### config.mk
export PLATFORM = sky130hd
export DESIGN_NAME = conv_mac_ctrl
export DESIGN_NICKNAME = d
export VERILOG_FILES = /design/src/rtl/conv_pkg.sv /design/src/rtl/conv_tag_pipe.sv /design/src/rtl/conv_mac_ctrl.sv
export SDC_FILE = /design/constraint.sdc
export NUM_CORES = 1
export LEC_CHECK = 0
export CORE_MARGIN = 2
export CORE_UTILIZATION = 46
export DETAILED_ROUTE_END_ITERATION = 7
export GPL_TIMING_DRIVEN = 1
export PLACE_DENSITY = 0.77
export RECOVER_POWER = 25
export SYNTH_ARGS = -nofsm -noshare
export SYNTH_HDL_FRONTEND = slang
export SYNTH_SLANG_ARGS = --single-unit
### constraint.sdc
create_clock -name clk -period 2.8 [get_ports clk]
set_clock_uncertainty 0.2 [all_clocks]
set_input_delay 0.7 -clock clk [delete_from_list [all_inputs] [get_ports clk]]
set_output_delay 0.7 -clock clk [all_outputs]
set_load 0.02 [all_outputs]
### src/rtl/conv_pkg.sv
// ----------------------------------------------------------------------------
// conv_pkg
// Shared types and constants for the CONV multiply-accumulate sequencer.
//   state_t      : sequencer states (2-bit encoding)
//   *_W_DEF      : default operand, product and tap-count widths
//   sat_hi/lo    : signed saturation limits for a given width
//   SAT_*_DEF    : saturation limits at the default product width
// ----------------------------------------------------------------------------
package conv_pkg;

    typedef enum logic [1:0] {
        IDLE  = 2'd0,
        FEED  = 2'd1,
        DRAIN = 2'd2,
        DONE  = 2'd3
    } state_t;

    localparam int DATA_W_DEF = 12;
    localparam int PROD_W_DEF = 24;
    localparam int LEN_W_DEF  = 8;

    // Largest / smallest value representable in a w-bit signed field.
    function automatic longint sat_hi(input int w);
        return (longint'(1) <<< (w - 1)) - longint'(1);
    endfunction

    function automatic longint sat_lo(input int w);
        return -(longint'(1) <<< (w - 1));
    endfunction

    localparam longint SAT_HI_DEF = sat_hi(PROD_W_DEF);
    localparam longint SAT_LO_DEF = sat_lo(PROD_W_DEF);

endpackage

### src/rtl/conv_tag_pipe.sv
// ----------------------------------------------------------------------------
// conv_tag_pipe
// DEPTH-deep valid shift register that follows operands through the external
// multiplier, so a tag leaves exactly when the matching product is valid.
// DEPTH=0 degenerates to a wire (always empty).
//   clk     : system clock
//   reset   : asynchronous active-low clear
//   tag_in  : tag entering the pipe this cycle
//   tag_out : tag leaving the pipe (product valid)
//   empty   : no tag anywhere in the pipe
// ----------------------------------------------------------------------------
module conv_tag_pipe #(
    parameter int DEPTH = 1
) (
    input  logic clk,
    input  logic reset,
    input  logic tag_in,
    output logic tag_out,
    output logic empty
);

    generate
        if (DEPTH == 0) begin : g_wire
            assign tag_out = tag_in;
            assign empty   = 1'b1;
        end else begin : g_pipe
            logic [DEPTH-1:0] stages;

            always_ff @(posedge clk or negedge reset) begin
                if (!reset) begin
                    stages <= '0;
                end else begin
                    stages[0] <= tag_in;
                    for (int i = 1; i < DEPTH; i++) begin
                        stages[i] <= stages[i-1];
                    end
                end
            end

            assign tag_out = stages[DEPTH-1];
            assign empty   = ~|stages;
        end
    endgenerate

endmodule

### src/rtl/conv_mac_ctrl.sv
// ----------------------------------------------------------------------------
// conv_mac_ctrl
// Sequences the single-product CONV multiplier as an N-tap signed MAC.
// A start command latches the tap count; sample/coefficient pairs are
// registered onto mul_a/mul_b, products returning on mul_p are accumulated,
// and one result is offered on the out_valid/out_ready port.
// Optional feature: define CONV_MAC_SAT_EN to saturate the result to signed
// PROD_W instead of wrapping.
//   clk, reset            : clock, asynchronous active-low reset
//   start, len, busy      : command strobe, tap count, not-idle flag
//   in_valid/in_ready     : operand pair handshake (in_data0, in_data1)
//   mul_a, mul_b, mul_p   : registered operands to CONV, product from CONV
//   out_valid/out_ready   : result handshake (out_data)
// ----------------------------------------------------------------------------
module conv_mac_ctrl
    import conv_pkg::*;
#(
    parameter int DATA_W  = DATA_W_DEF,
    parameter int PROD_W  = PROD_W_DEF,
    parameter int LEN_W   = LEN_W_DEF,
    parameter int MUL_LAT = 1
) (
    input  logic                     clk,
    input  logic                     reset,
    input  logic                     start,
    input  logic [LEN_W-1:0]         len,
    output logic                     busy,
    input  logic                     in_valid,
    output logic                     in_ready,
    input  logic signed [DATA_W-1:0] in_data0,
    input  logic signed [DATA_W-1:0] in_data1,
    output logic signed [DATA_W-1:0] mul_a,
    output logic signed [DATA_W-1:0] mul_b,
    input  logic signed [PROD_W-1:0] mul_p,
    output logic                     out_valid,
    input  logic                     out_ready,
    output logic signed [PROD_W-1:0] out_data
);

    // Wide enough that 2^LEN_W-1 full-scale products never overflow.
    localparam int ACC_W = PROD_W + LEN_W;

    state_t                   state, state_nxt;
    logic [LEN_W-1:0]         len_q;
    logic [LEN_W-1:0]         cnt;
    logic signed [ACC_W-1:0]  acc;
    logic signed [PROD_W-1:0] result;
    logic                     op_vld;
    logic                     tag_exit;
    logic                     pipe_empty;
    logic                     accept;
    logic                     last_beat;
    logic                     drained;

    assign busy      = (state != IDLE);
    assign in_ready  = (state == FEED);
    assign out_valid = (state == DONE);

    assign accept    = in_valid && in_ready;
    assign last_beat = accept && (cnt == len_q - LEN_W'(1));
    // op_vld marks a pair sitting in mul_a/mul_b; the pipe then delays it to
    // line up with mul_p. The final add happens on the edge the tag exits,
    // so "drained" only goes true the cycle after that add.
    assign drained   = !op_vld && pipe_empty;

    conv_tag_pipe #(
        .DEPTH (MUL_LAT)
    ) u_tag_pipe (
        .clk     (clk),
        .reset   (reset),
        .tag_in  (op_vld),
        .tag_out (tag_exit),
        .empty   (pipe_empty)
    );

    always_ff @(posedge clk or negedge reset) begin
        if (!reset) begin
            state <= IDLE;
        end else begin
            state <= state_nxt;
        end
    end

    always_comb begin
        // NOTE: default first so every path assigns state_nxt; no latch.
        state_nxt = state;
        case (state)
            IDLE:    if (start)     state_nxt = (len != '0) ? FEED : DONE;
            FEED:    if (last_beat) state_nxt = DRAIN;
            DRAIN:   if (drained)   state_nxt = DONE;
            DONE:    if (out_ready) state_nxt = IDLE;
            default:                state_nxt = IDLE;
        endcase
    end

`ifdef CONV_MAC_SAT_EN
    localparam logic signed [ACC_W-1:0] SAT_HI = ACC_W'(sat_hi(PROD_W));
    localparam logic signed [ACC_W-1:0] SAT_LO = ACC_W'(sat_lo(PROD_W));

    always_comb begin
        if (acc > SAT_HI) begin
            result = SAT_HI[PROD_W-1:0];
        end else if (acc < SAT_LO) begin
            result = SAT_LO[PROD_W-1:0];
        end else begin
            result = acc[PROD_W-1:0];
        end
    end
`else
    assign result = acc[PROD_W-1:0];
`endif

    // NOTE: sequential state uses non-blocking assignments so every register
    // samples pre-edge values regardless of statement order.
    always_ff @(posedge clk or negedge reset) begin
        if (!reset) begin
            len_q    <= '0;
            cnt      <= '0;
            acc      <= '0;
            op_vld   <= 1'b0;
            mul_a    <= '0;
            mul_b    <= '0;
            out_data <= '0;
        end else begin
            op_vld <= accept;

            if (state == IDLE && start) begin
                len_q <= len;
                cnt   <= '0;
                acc   <= '0;
                if (len == '0) begin
                    out_data <= '0;
                end
            end

            if (accept) begin
                mul_a <= in_data0;
                mul_b <= in_data1;
                cnt   <= cnt + LEN_W'(1);
            end

            // Size cast of a signed value sign-extends the product.
            if (tag_exit) begin
                acc <= acc + ACC_W'(mul_p);
            end

            if (state == DRAIN && drained) begin
                out_data <= result;
            end
        end
    end

endmodule

==> results of run 1 <==
==> layout make-up <==
cell class | count | area, µm² | share of cell area
flip-flops and latches | 92 | 2300 | 0.314
clock inverters | 5 | 60.1 | 0.00819
inverters | 15 | 56.3 | 0.00768
clock buffers | 11 | 141 | 0.0193
well taps | 140 | 175 | 0.0239
repair buffers | 188 | 1670 | 0.228
multi-input cells | 392 | 2930 | 0.399
==> power breakdown <==
part	total, µW	internal [µW]	switching, µW
Combinational	4360	2160	2200
Clock	942	441	501
Sequential	2290	1850	444
==> layer usage <==
layer,part of all wire,wire length [µm]
met1,0.44,6370
met2,0.49,7040
met3,0.060,862
met4,0.014,209
met5,0,0
==> final timing paths <==
check	start	end	slack [ns]	cells past startpoint
max in group asynchronous	reset	acc[0]	0.52	2
max	acc[2]	acc[12]	-0.0008	9
max reg2reg	acc[2]	acc[12]	-0.0008	9
min	op_vld	u_tag_pipe.tag_out	0.23	0
min reg2reg	op_vld	u_tag_pipe.tag_out	0.23	0
min in group asynchronous	reset	out_data[2]	0.29	1
==> what timing repair did <==
action                     CTS  global route
setup endpoints to repair   15            12
pin swaps                   18            17
gates resized for setup     32            27
gates cloned                 0             0
setup buffers                3             4
==> layout by cell type, fill, tap and decap left out, drive strengths merged, types with 3 or more instances in the layout <==
cell type	count
a22o	34
or4	3
nor2	17
and3	3
xor2	12
o31ai	3
inv	15
o211ai	5
xnor2	15
a21oi	22
nand3b	3
nor2b	4
mux2i	8
a21o	10
clkinv	3
nor3	4
o21a	3
clkbuf	17
nand3	6
nand2	116
buf	76
nand4	8
mux2	8
or3	3
ha	30
dfrtp	92
a31oi	7
o21ai	34
dlymetal6s2s	6
clkdlybuf4s50	98
==> kinds of logic (layout without fill, tap and decap cells) <==
logic type / after synthesis / count (layout)
XOR/XNOR: 27 / 27
buffers and inverters: 39 / 219
AO/OA/AOI/OAI: 141 / 141
AND/OR/NAND/NOR: 177 / 177
adder cells (fa/ha/maj): 31 / 31
multiplexers: 16 / 16
flip-flops: 92 / 92
==> worst max-delay path, stage by stage (launching register included) <==
cell,delay [ns]
dfrtp_1,0.44
ha_4,0.27
buf_4,0.13
nor2b_4,0.12
o2111ai_2,0.22
a32oi_2,0.21
a311oi_4,0.41
nor3b_2,0.10
or3_1,0.34
a32o_1,0.26
==> stage by stage <==
stage / TNS, ns / power (µW)
CTS: 0 / 7500
global route: -0.0683 / 8120
finish: -0.000779 / 7600
floorplan: -0.195 / 4590
detailed placement: -9.33 / 6360
global placement: -8.48 / 6230
==> state kept, by name, indices dropped and copies added, names as in the netlist <==
name                cells
acc                    24
out_data               24
mul_a                  12
mul_b                  12
cnt                     8
len_q                   8
state                   2
op_vld                  1
u_tag_pipe.tag_out      1
==> reports/metrics.csv, run 1 <==
stage,metric,value,unit
clock_network,root buf cell,clkbuf_8,
synthesis,synthesized instance count,523,
synthesis,synthesized-area fraction occupied by adder cells,0.0779,
global_route,first-pass GRT wire length,23100,µm
synthesis,post-synthesis compound-gate area fraction,0.205,
detailed_routing,DRT Pass-1 Iters,5,
synthesis,synth unique cells,57,
global_route,GRT Residual Overflow,0,
final_layout,count of non-filler cells in the finished layout,843,
die,Starting Density,0.470,
die,row cnt,38,
timing,Final setup viols,1,
critical_path,Worst EP required,2.87,ns
detailed_routing,WL final,14500,µm
timing,slew at the pin closest to its max-slew limit,1.39,ns
synthesis,Synth Flop Type,dfrtp_1,
global_route,M3 GR Usage,0.0490,
die,total I/O pin count,112,
synthesis,number of synthesized flops with an enable pin,0,
synthesis,largest family of logic cells by synthesized area,compound AO/OA/AOI/OAI gates,
detailed_routing,routed via count,4642,
synthesis,Synth top area share,0.454,
timing,"Slew Viols, Final",0,
final_layout,final core occ,0.679,
timing,post-route minimum period,2.80,ns
timing,period utilization,1.00,
detailed_routing,wire per inst,17.2,µm
clock_network,CTS tree,built,
power,PD cells,1040,mW/mm²
global_route,largest net degree at the start of global routing,41,
synthesis,Synth async-reset ratio,1.00,
hold_path,HP Class,flip-flop to flip-flop,
place,RD Place Congestion,0.925,
clock_network,worst skew pair latency,0.37,ns
synthesis,sequential area share after synthesis,0.454,
global_route,M1 GR Usage,0.330,
flow_run,max-cap violations,0,
global_route,layer with the highest usage,met2,
place,Placed Area,0.00686,mm²
synthesis,top-count cell post-synth,nand2_1,
clock_network,CTS clock-pin slew for the worst setup and hold paths,0.10,ns
status,status,"finished, violations left",
timing,Hold WS,0.233,ns
synthesis,Seq cells post-synth,92,
status,failing checks,negative setup slack,
final_layout,# nets final,790,
global_route,GRT met2 Usage,0.410,
final_layout,fin area,0.00733,mm²
critical_path,CP startpoint kind,flip-flop,
synthesis,mux share of post-synthesis cell area,0.0335,
die,die height,109,µm
synthesis,simple-gate share of the synthesized area,0.154,
critical_path,crit-path max FO,3,
place,DP Cell Count,820,
die,die area,0.0119,mm²
synthesis,XOR/XNOR share of the synthesized area,0.0466,
detailed_routing,DRC viols,0,
timing,Rel. slew slack,0.0744,
clock_network,clk sinks,92,
clock_network,Clock Path Buffers,2,
place,post-DP HPWL,10200,µm
global_route,initial antenna violation count,0,
critical_path,critical path capture point type,flip-flop,
global_route,vias in the first global route,4773,
synthesis,post-synth top area cell,dfrtp_1,
power,leakage,0.00340,µW
die,core area,0.0108,mm²
clock_network,H-tree depth,3,
synthesis,syn avg cell area,9.70,µm²
final_layout,P&R area growth vs syn,44.5,%
die,die width,109,µm
final_layout,diode count,0,
timing,endpoints failing hold,0,
detailed_routing,DR iter-0 viols,319,
final_layout,fillcell total,825,
detailed_routing,final antenna-violating net count,0,
synthesis,Synth top cells by count,"nand2_1 (116), dfrtp_1 (92), a22o_1 (34), o21ai_0 (34), ha_1 (30)",
critical_path,crit path kind,flip-flop to flip-flop,
place,dpl ws,-0.829,ns
global_route,GR Util All Layers,0.250,
timing,Max Freq,357,MHz
timing,unrepaired setup endpoints after global routing,true,
detailed_routing,Vias/cell,5.51,
critical_path,Worst EP arrival,2.87,ns
final_layout,share of cells above drive strength 1,0.212,
synthesis,largest cells by area after synthesis,"dfrtp_1 (45%), nand2_1 (8.6%), ha_1 (7.4%), a22o_1 (5.9%), o21ai_0 (3.4%)",
synthesis,"Net Count, Synth",615,
power,Max rail drop VDD,0.536,mV
synthesis,Synth Warn #,0,
timing,final worst slack,-0.000779,ns
synthesis,synthesized cell area,0.00507,mm²
place,port bufs,111,
clock_network,Num CTS Buffers,9,
clock_network,CTS Hold Buffers Added,0,
No activity file was read; power rests on OpenSTA's default activity.
==> run 2: changes to the inputs <==
--- a/config.mk
+++ b/config.mk
@@ -6,10 +6,10 @@
 export NUM_CORES = 1
 export LEC_CHECK = 0
 export CORE_MARGIN = 2
-export CORE_UTILIZATION = 46
+export CORE_UTILIZATION = 51
 export DETAILED_ROUTE_END_ITERATION = 7
 export GPL_TIMING_DRIVEN = 1
-export PLACE_DENSITY = 0.77
+export PLACE_DENSITY = 0.81
 export RECOVER_POWER = 25
 export SYNTH_ARGS = -nofsm -noshare
 export SYNTH_HDL_FRONTEND = slang
==> constraint.sdc (replaced) <==
create_clock -name clk -period 2.67 [get_ports clk]
set_clock_uncertainty 0.2 [all_clocks]
set_input_delay 0.6675 -clock clk [delete_from_list [all_inputs] [get_ports clk]]
set_output_delay 0.6675 -clock clk [all_outputs]
set_load 0.02 [all_outputs]
==> reports/metrics.csv, run 2 (synthesis results as in run 1) <==
stage,metric,value,unit
detailed_routing,final antenna-violating net count,0,
die,Starting Density,0.521,
detailed_routing,DR iter-0 viols,322,
die,core area,0.00973,mm²
detailed_routing,Vias/cell,5.80,
place,port bufs,111,
critical_path,CP max-delay cell,clkdlybuf4s50_1,
place,RD Place Congestion,0.938,
critical_path,CP startpoint kind,primary input,
die,row cnt,36,
status,failing checks,negative setup slack,
clock_network,Clock Path Buffers,2,
global_route,first-pass GRT wire length,25500,µm
timing,unrepaired setup endpoints after global routing,true,
status,status,"finished, violations left",
critical_path,crit path kind,primary input to flip-flop,
timing,final worst slack,-0.132,ns
global_route,GRT Residual Overflow,0,
die,die area,0.0108,mm²
timing,Max Freq,357,MHz
power,PD cells,1110,mW/mm²
final_layout,most frequent cells in the layout,"nand2_1 (116), clkdlybuf4s50_1 (98), dfrtp_1 (91)",
timing,period utilization,1.05,
critical_path,RR Startpoint,acc[0],
detailed_routing,DRT Pass-1 Iters,5,
die,die width,104,µm
detailed_routing,wire per inst,18.6,µm
timing,endpoints failing hold,0,
critical_path,Worst EP arrival,2.87,ns
place,DP Cell Count,812,
hold_path,HP Class,flip-flop to flip-flop,
hold_path,min-delay src,op_vld,
clock_network,H-tree depth,3,
clock_network,CTS Hold Buffers Added,0,
final_layout,register area,0.00230,mm²
power,leakage,0.00344,µW
final_layout,Top Registers,"acc x24, out_data x24",
critical_path,r2r endpoint,acc[12],
final_layout,share of cells above drive strength 1,0.222,
critical_path,crit-path max FO,3,
final_layout,fillcell total,665,
critical_path,Worst EP required,2.73,ns
power,Max rail drop VDD,0.716,mV
place,post-DP HPWL,10200,µm
die,die height,104,µm
place,dpl ws,-0.890,ns
critical_path,cells on worst reg2reg path,10,
final_layout,"most common cell after layout, fill and taps aside",nand2_1,
final_layout,final core occ,0.763,
final_layout,multi-input logic area,0.00294,mm²
detailed_routing,routed via count,4878,
clock_network,clk sinks,92,
clock_network,CTS clock-pin slew for the worst setup and hold paths,0.10,ns
final_layout,diode count,0,
global_route,largest net degree at the start of global routing,42,
timing,post-route minimum period,2.80,ns
critical_path,crit path to,acc[14],
global_route,vias in the first global route,5159,
clock_network,worst skew pair latency,0.38,ns
clock_network,Num CTS Buffers,9,
global_route,initial antenna violation count,0,
critical_path,crit path launch,mul_p[11],
final_layout,count of non-filler cells in the finished layout,841,
timing,slew at the pin closest to its max-slew limit,1.36,ns
power,Pwr Total,8220,µW
timing,"Slew Viols, Final",0,
critical_path,register-to-register setup slack,-0.10,ns
detailed_routing,WL final,15700,µm
critical_path,critical path capture point type,flip-flop,
clock_network,root buf cell,clkbuf_8,
final_layout,P&R area growth vs syn,46.2,%
clock_network,CTS tree,built,
final_layout,# nets final,795,
critical_path,CP Cell Sequence,"clkdlybuf4s50_1, ha_1, and3_4, nand2_1, nor3_2, a211oi_2, buf_4, buf_4, buf_4, xnor2_1, a22o_1",
timing,total negative slack,-0.740,ns
flow_run,max-cap violations,0,
die,total I/O pin count,112,
critical_path,cell mode on critical path,buf_4,
critical_path,"Largest stage delay, worst path",0.43,ns
timing,Final setup viols,7,
global_route,GR Util All Layers,0.292,
timing,Rel. slew slack,0.0965,
detailed_routing,DRC viols,0,
-- run 2: changes by cell type in the layout (fill, tap and decap cells not counted), sizes merged, moves of 2 or more --
cell	before	now
clkbuf	17	11
dlygate4sd2	2	6
inv	15	17
clkdlybuf4s15	0	2
buf	76	83
dlymetal6s2s	6	2
-- run 2: worst min path at each step --
stage | to | cells past startpoint | slack (ns)
4_1_cts | out_data[2] | 1 | 0.09
6_report | u_tag_pipe.tag_out | 0 | 0.23
2_1_floorplan | acc[0] | 0 | 0.17
3_5_place_dp | u_tag_pipe.tag_out | 0 | 0.20
3_3_place_gp | u_tag_pipe.tag_out | 0 | 0.20
5_1_grt | u_tag_pipe.tag_out | 0 | 0.24
-- run 2: repair_timing --
item / in CTS / in global routing
gates resized for setup: 44 / 20
setup buffers: 11 / 2
setup endpoints to repair: 16 / 16
pin swaps: 19 / 8
-- run 2: final cells by class --
type,instances,share of cell area
multi-input combinational,392,0.396
sequential,92,0.310
timing repair buffer,193,0.235
tap,133,0.0224
clock buffer,9,0.0167
clock inverter,7,0.0110
inverter,15,0.00793
-- run 2: critical path: cells and delay by family --
family	cells	cell delay [ns]
and+or+nand+nor	3	0.60
xor gates and xnor gates	1	0.11
buffers and inverters	4	0.84
adders and majority gates	1	0.35
AOI/OAI and AO/OA	2	0.29
-- run 2: metal layers --
layer / up-vias / share of wire / GRT usage
met5: - / 0 / 0
met4: 0 / 0.036 / 0.106
met3: 51 / 0.077 / 0.0787
met2: 239 / 0.49 / 0.501
met1: 2363 / 0.40 / 0.356
li1: 2225 / - / -
-- run 2: stage by stage --
step	instance area (µm²)	hold slack (ns)
2_1_floorplan	5140	0.170
3_3_place_gp	6900	0.200
3_5_place_dp	6900	0.202
4_1_cts	7310	0.0858
5_1_grt	7420	0.242
6_report	7420	0.229
-- run 2: power breakdown --
part	switching (µW)	leakage (µW)	internal [µW]
clock	568	0.000106	448
sequential	472	0.00118	1940
combinational	2440	0.00215	2350
total	3480	0.00344	4740
==> run 3: changes to the inputs <==
--- a/config.mk
+++ b/config.mk
@@ -5,6 +5,7 @@
 export SDC_FILE = /design/constraint.sdc
 export NUM_CORES = 1
 export LEC_CHECK = 0
+export CAP_MARGIN = 20
 export CORE_MARGIN = 2
 export CORE_UTILIZATION = 51
 export DETAILED_ROUTE_END_ITERATION = 7
==> reports/metrics.csv, run 3 (synthesis results as in run 1) <==
stage,metric,value,unit
power,leakage,0.00346,µW
die,core area,0.00973,mm²
clock_network,clk sinks,92,
timing,Rel. slew slack,0.304,
final_layout,final core occ,0.763,
timing,slew at the pin closest to its max-slew limit,1.04,ns
critical_path,RR Startpoint,acc[0],
clock_network,CTS tree,built,
clock_network,Num CTS Buffers,9,
status,failing checks,negative setup slack,
hold_path,WHS Endpoint,u_tag_pipe.tag_out,
global_route,vias in the first global route,5059,
timing,unrepaired setup endpoints after global routing,true,
place,RD Place Congestion,0.938,
hold_path,HP Class,flip-flop to flip-flop,
critical_path,crit path kind,flip-flop to flip-flop,
place,DP Cell Count,813,
final_layout,"most common cell after layout, fill and taps aside",nand2_1,
detailed_routing,wire per inst,18.8,µm
critical_path,CP Cell Sequence,"ha_4, inv_2, fa_2, nor2b_4, o2111ai_4, a32oi_2, a311oi_2, o31ai_1, xor2_1, a22o_1",
timing,Max Freq,363,MHz
global_route,GRT Residual Overflow,0,
detailed_routing,DRC viols,0,
detailed_routing,Vias/cell,5.85,
timing,period utilization,1.03,
flow_run,max-cap violations,0,
detailed_routing,DRT Pass-1 Iters,7,
timing,total negative slack,-0.311,ns
clock_network,worst skew pair latency,0.38,ns
detailed_routing,WL met3,1190,µm
critical_path,cells on worst reg2reg path,10,
final_layout,count of non-filler cells in the finished layout,840,
global_route,largest net degree at the start of global routing,42,
critical_path,crit-path max FO,3,
final_layout,fin area,0.00742,mm²
detailed_routing,DR iter-0 viols,301,
detailed_routing,top layer in use,met4,
timing,"Slew Viols, Final",0,
critical_path,critical path capture point type,flip-flop,
hold_path,min-delay src,op_vld,
critical_path,Worst EP required,2.75,ns
place,port bufs,111,
clock_network,H-tree depth,3,
die,row cnt,36,
critical_path,r2r endpoint,acc[16],
timing,endpoints failing hold,0,
final_layout,P&R area growth vs syn,46.3,%
hold_path,Worst Hold Depth,0,
place,post-DP HPWL,10300,µm
timing,post-route minimum period,2.76,ns
critical_path,register-to-register setup slack,-0.09,ns
clock_network,CTS clock-pin slew for the worst setup and hold paths,0.11,ns
power,Max rail drop VDD,0.722,mV
global_route,first-pass GRT wire length,24700,µm
die,die width,104,µm
power,PD cells,1110,mW/mm²
global_route,initial antenna violation count,0,
detailed_routing,metal2 WL,7820,µm
detailed_routing,WL final,15800,µm
final_layout,Top Registers,"acc x24, out_data x24",
final_layout,most frequent cells in the layout,"nand2_1 (116), clkdlybuf4s50_1 (97), dfrtp_1 (91)",
status,status,"finished, violations left",
die,total I/O pin count,112,
final_layout,diode count,0,
detailed_routing,routed via count,4911,
detailed_routing,final antenna-violating net count,0,
clock_network,CTS Hold Buffers Added,0,
die,die height,104,µm
critical_path,Worst EP arrival,2.84,ns
place,Placed Area,0.00691,mm²
clock_network,Clock Path Buffers,2,
detailed_routing,met1 WL,6340,µm
timing,final worst slack,-0.0866,ns
die,die area,0.0108,mm²
die,Starting Density,0.521,
timing,Final setup viols,5,
final_layout,share of cells above drive strength 1,0.223,
critical_path,CP max-delay cell,dfrtp_1,
critical_path,"Largest stage delay, worst path",0.40,ns
place,dpl ws,-0.890,ns
global_route,GR Util All Layers,0.283,
clock_network,root buf cell,clkbuf_8,
critical_path,CP startpoint kind,flip-flop,
final_layout,# nets final,794,
[run 3: cell count changes in the layout (fill, tap and decap cells not counted), moves of 2 or more]
cell            previous run  this run
a21oi_4                    0         2
a21oi_2                    4         6
a21oi_1                   18        14
dlymetal6s2s_1             2         4
[run 3: area by class of cell]
class                   instances  area (µm²)
flip-flops and latches         92        2300
multi-input cells             392        2950
fillers                       633        2300
clock inverters                 7        82.6
inverters                      15        56.3
clock buffers                   9         124
well taps                     133         166
repair buffers                192        1740
[run 3: worst max path at each step]
stage | end | slack (ns) | cells past startpoint | from
2_1_floorplan | acc[20] | -0.20 | 10 | mul_p[0]
3_3_place_gp | acc[20] | -0.83 | 11 | mul_p[0]
3_5_place_dp | acc[20] | -0.89 | 11 | mul_p[0]
4_1_cts | acc[20] | -0.01 | 11 | acc[0]
5_1_grt | acc[16] | -0.17 | 10 | acc[0]
6_report | acc[16] | -0.09 | 10 | acc[0]
[run 3: timing repair]
| action | CTS | global route |
|---|---|---|
| endpoints found under the hold margin | 0 | 0 |
| resized for setup | 40 | 26 |
| buffers inserted | 10 | 2 |
| pin swaps | 23 | 13 |
| endpoints found under the setup margin | 16 | 15 |
[run 3: critical path: cells and delay by family, from the launching register on]
family | cells | cell delay, ns
buf+inv | 1 | 0.04
xor+xnor | 1 | 0.14
flops | 1 | 0.40
fa+ha+maj | 2 | 0.51
simple gates | 1 | 0.16
compound gates | 5 | 1.20
[run 3: stage by stage]
| step | power [µW] | hold slack [ns] |
|---|---|---|
| 2_1_floorplan | 4830 | 0.170 |
| 3_3_place_gp | 6540 | 0.200 |
| 3_5_place_dp | 6730 | 0.201 |
| 4_1_cts | 7950 | 0.0740 |
| 5_1_grt | 8730 | 0.242 |
| 6_report | 8250 | 0.228 |
[run 3: where the power goes]
part	switching (µW)	leakage (µW)	total (µW)	internal (µW)
logic	2450	0.00218	4810	2360
registers	481	0.00118	2420	1940
clock network	574	0.000104	1020	450
total	3500	0.00346	8250	4750
[run 3: per-layer routing]
| metal | track usage | vias up |
|---|---|---|
| met1 | 0.348 | 2402 |
| li1 | - | 2236 |
| met2 | 0.491 | 235 |
| met3 | 0.0749 | 38 |
| met5 | 0 | - |
| met4 | 0.0792 | 0 |
